**config.mk**
```make
export PLATFORM = sky130hd
export DESIGN_NAME = mux_sel_scanner
export DESIGN_NICKNAME = d
export VERILOG_FILES = /design/src/rtl/mux_sel_scanner.sv
export SDC_FILE = /design/constraint.sdc
export NUM_CORES = 1
export LEC_CHECK = 0
export ABC_AREA = 1
export BUFFER_PORTS_ARGS = -buffer_cell sky130_fd_sc_hd__buf_4
export CAP_MARGIN = 20
export CORE_UTILIZATION = 50
export DETAILED_ROUTE_END_ITERATION = 7
export PLACE_DENSITY = 0.73
export SLEW_MARGIN = 0
export SYNTH_ARGS = -nofsm -noshare
export SYNTH_HDL_FRONTEND = slang
export SYNTH_SLANG_ARGS = --single-unit
```
**constraint.sdc**
```tcl
create_clock -name clk -period 1.4 [get_ports clk]
set_input_delay 0.28 -clock clk [delete_from_list [all_inputs] [get_ports clk]]
set_output_delay 0.28 -clock clk [all_outputs]
set_load 0.01 [all_outputs]
```
**src/rtl/mux_sel_scanner.sv**
```systemverilog
// Select-line scanner for a 4:1 mux: walks enabled channels in ascending order,
// holds each select for DWELL cycles and captures mux_out into a per-channel bit.
module mux_sel_scanner #(
    parameter int unsigned DWELL = 2,
    parameter int unsigned CNT_W = 4
) (
    input  logic       clk,
    input  logic       reset,
    input  logic       start,
    input  logic [3:0] mask,
    input  logic       mux_out,
    output logic       s0,
    output logic       s1,
    output logic       busy,
    output logic       done,
    output logic [3:0] sample
);

    typedef enum logic [0:0] {StIdle, StScan} state_e;

    state_e           state_q, state_d;
    logic [1:0]       sel_q, sel_d;
    logic [CNT_W-1:0] cnt_q, cnt_d;
    logic [3:0]       mask_q, mask_d;
    logic [3:0]       sample_q, sample_d;
    logic             busy_q, busy_d;
    logic             done_q, done_d;
    logic [3:0]       higher;
    logic             dwell_end;

    function automatic logic [1:0] lowest(input logic [3:0] v);
        if (v[0]) return 2'd0;
        if (v[1]) return 2'd1;
        if (v[2]) return 2'd2;
        return 2'd3;
    endfunction

    // Enabled channels strictly above the current select.
    assign higher    = mask_q & ~((4'b0010 << sel_q) - 4'd1);
    assign dwell_end = (cnt_q == CNT_W'(DWELL - 1));

    always_comb begin
        state_d  = state_q;
        sel_d    = sel_q;
        cnt_d    = cnt_q;
        mask_d   = mask_q;
        sample_d = sample_q;
        busy_d   = busy_q;
        done_d   = 1'b0;
        case (state_q)
            StIdle: begin
                if (start) begin
                    sample_d = 4'b0000;
                    if (mask != 4'b0000) begin
                        mask_d  = mask;
                        sel_d   = lowest(mask);
                        cnt_d   = '0;
                        busy_d  = 1'b1;
                        state_d = StScan;
                    end else begin
                        done_d = 1'b1;
                    end
                end
            end
            StScan: begin
                cnt_d = cnt_q + 1'b1;
                if (dwell_end) begin
                    sample_d[sel_q] = mux_out;
                    cnt_d           = '0;
                    if (higher != 4'b0000) begin
                        sel_d = lowest(higher);
                    end else begin
                        sel_d   = 2'd0;
                        busy_d  = 1'b0;
                        done_d  = 1'b1;
                        state_d = StIdle;
                    end
                end
            end
            default: state_d = StIdle;
        endcase
    end

    always_ff @(posedge clk) begin
        if (reset) begin
            state_q  <= StIdle;
            sel_q    <= 2'd0;
            cnt_q    <= '0;
            mask_q   <= 4'b0000;
            sample_q <= 4'b0000;
            busy_q   <= 1'b0;
            done_q   <= 1'b0;
        end else begin
            state_q  <= state_d;
            sel_q    <= sel_d;
            cnt_q    <= cnt_d;
            mask_q   <= mask_d;
            sample_q <= sample_d;
            busy_q   <= busy_d;
            done_q   <= done_d;
        end
    end

    assign s1     = sel_q[1];
    assign s0     = sel_q[0];
    assign busy   = busy_q;
    assign done   = done_q;
    assign sample = sample_q;

endmodule

```
==> results by group <==
Critical path
  • CP Capture Type: flop
  • Worst reg-to-reg setup slack: 120 ps
  • Critical Path RT: 1580 ps
  • Data arrival, critical path: about 1500 ps
  • R2r startpoint: cnt_q[1]
  • Register-to-Register Path Depth: 6
  • CP max stage cell: dfxtp_1
  • Crit-path cells: inv_1, ha_1, nand3_1, nor2_2, nand4_1, and3_1
  • Worst reg2reg endpoint: state_q
  • Max FO, Critical Path: 5
  • CP Launch Type: flop
  • Kind of critical path: flop to flop
  • Max incr delay on CP: between 300 and 400 ps

Global routing
  • Gr ovfl total: 0
  • Gr usage total: roughly a fifth
  • Initial antenna violation count: 0
  • First-pass GRT wire length: about 2.9 mm
  • Met2 Usage GRT: between 30% and 40%
  • GR Util met1: 26.2%
  • Vias in the first global route: just over 700
  • Largest net degree at the start of global routing: 11
  • Grt peak-use layer: met2
  • Met3 usage: ~7.5%

Power
  • Clk pwr share: between 20% and 30%
  • Leakage: approximately 0.00047 uW
  • Comb power frac: 23.3%
  • Switching share of power: between 20 and 30%
  • Pint: about 680 uW
  • Psw: approximately 280 uW
  • P per Cell Area: 944 mW/mm^2
  • Highest ir drop seen on vdd: ~750 uV
  • Reg power frac: a little over half

Clock tree
  • Skew-Pair Late Insertion Delay: 280 ps
  • Worst-path clk slew: 80 ps
  • H-tree depth: 1
  • Clock tree buffer depth: 2
  • Inserted Clock Buffers: 3
  • Sink Count: 16
  • CTS tree: built
  • Post-CTS Setup Repair Bufs: 0
  • Clock Root Buffer: clkbuf_4

Floorplanning
  • Total Die Area: ~0.0019 mm^2
  • Top Ports: 16
  • Row count: 14
  • Core Region: ~0.0016 mm^2
  • Die X: between 40 and 50 um
  • Die Ht: ~43 um
  • Initial Utilization: 54.8%

Timing
  • RSZ-0062 raised after global routing: yes
  • Setup_tns: 0 ps
  • Fin Clk Skew: approximately 2.2 ps
  • Final setup vio count: 0
  • Hold slack final: about 230 ps
  • Period Utilization, post-route: about nine tenths
  • Least-Margin Pin Slew: between 200 and 300 ps
  • Fmax: 781 MHz
  • Max Slew Vio Count: 0
  • Worst rel slew slack: slightly above 80%
  • Final Hold Viols: 0
  • Period minus WS final: between 1000 and 1500 ps

Worst hold path
  • Min-delay src: reset
  • HP Class: input port to flop
  • WHS Path Cells: 2
  • Hold Path Sink: busy

Yosys
  • Count leader, synth: nand2_1
  • Top-area cell type share of the netlist area: between 30% and 40%
  • Main synth FF type: dfxtp_1
  • Mapped Avg Cell Area: around 7.3 um^2
  • Sequential fraction of the synthesis area: 37.5%
  • Top post-synthesis cells by count: nand2_1 (27), dfxtp_1 (16), a21oi_1 (14)
  • Synth warnings: 0
  • Synth cell types: 26
  • Synth area leader: dfxtp_1
  • Post-Syn Area: approximately 850 um^2
  • Number of synthesized flops with an enable pin: 0
  • Synthesis-stage register bit count: 16
  • Synthesized instance count: roughly 120
  • Synth async-reset ratio: 0%
  • Syn_nets: 127
  • Synth top area cells: dfxtp_1 (37%), nand2_1 (12%), a21oi_1 (8.2%)

Placed design
  • Port Buffer Count: 15
  • Placed Cells: roughly 150
  • Final RePlAce weighted congestion: about 0.8
  • DP HPWL: ~1.3 mm

Drt
  • Iteration-0 DRC Markers: 15
  • Router iterations before antenna repair: 6
  • WL per Instance: 11.1 um
  • Routed vias: ~790
  • Residual DRC: 4
  • Vias per cell: roughly 5.2
  • Drt total wl: 1.68 mm
  • Antenna Violating Nets Remaining: 0

Cells and area
  • Final cell count without fillers: 151
  • Layout cells sized above 1: 28.1%
  • Antenna Diode Count: 0
  • Synthesis-to-finish area growth: 19.0%
  • # nets final: ~150

Outcome
  • Status: finished with violations
  • Failing checks: DRC

Flow run
  • Max-cap violations: 0
==> sequential cells by signal, indices dropped and copies added, names as in the netlist <==
register and count:
state_q 1, mask_q 3, busy 1, sel_q 2
done 1, cnt_q 4, sample 4
==> per-layer routing <==
metal / share of wire (%) / vias to the layer above
met5: 0 / -
met4: 0.60 / 0
met3: 5.7 / 2
met2: 47 / 23
met1: 47 / 342
li1: - / 418
==> critical path, delay by kind of cell (launching register included) <==
family,cells,cell delay (ps)
fa+ha+maj,1,210
buf+inv,1,60
flops,1,350
simple gates,4,550
==> logic make-up (layout without fill, tap and decap cells) <==
logic type	Yosys count	after routing	synth area share (%)
AOI/OAI and AO/OA	24	24	15.5
buffers and inverters	15	33	8.49
xor gates and xnor gates	1	1	1.03
adders and majority gates	2	2	2.93
DFF	16	16	37.5
and+or+nand+nor	59	59	34.6
==> worst max path at each step <==
stage | startpoint | to | depth (start not counted)
floorplan | cnt_q[0] | sample[1] | 6
CTS | cnt_q[1] | state_q | 6
global placement | mask[3] | state_q | 6
detailed placement | cnt_q[1] | state_q | 6
global route | cnt_q[1] | sample[0] | 8
finish | cnt_q[1] | state_q | 6
==> final cells by class <==
class	count	area (um^2)
repair buffers	17	128
multi-input cells	86	470
inverters	13	56.3
well taps	16	20.0
clock buffers	3	22.5
flip-flops and latches	16	320
fillers	148	542
==> stage by stage <==
stage	util, %	worst slack (ps)	cell area (um^2)	power (uW)
after detailed placement	63.2	106	986	737
after CTS	64.7	98.0	1010	969
after global placement	63.2	151	986	734
after global routing	65.2	-10.3	1020	1030
final	65.2	120	1020	960
after floorplan	-	217	855	664
==> cell usage in the layout, fill, tap and decap left out, types with 2 or more instances in the layout <==
master	count
nand4_1	2
nand3_1	8
nand2_1	27
ha_1	2
buf_4	17
nor2_2	3
clkbuf_4	3
o21ai_0	3
a21oi_1	14
nand2_2	3
dfxtp_1	16
o21ai_1	3
nand2_4	2
a21oi_2	3
inv_2	2
inv_1	9
nor2_1	9
==> power groups by stage <==
stage | Combinational [uW] | Sequential (uW) | Clock (uW)
5_1_grt | 251 | 509 | 269
2_1_floorplan | 146 | 517 | 0
6_report | 224 | 506 | 230
3_5_place_dp | 220 | 516 | 0
3_3_place_gp | 218 | 516 | 0
4_1_cts | 221 | 506 | 242
==> repair_timing <==
action,in CTS,in global routing
hold buffers,0,0
gates resized for setup,0,2
setup endpoints to repair,0,2
No activity file was read; power rests on OpenSTA's default activity.
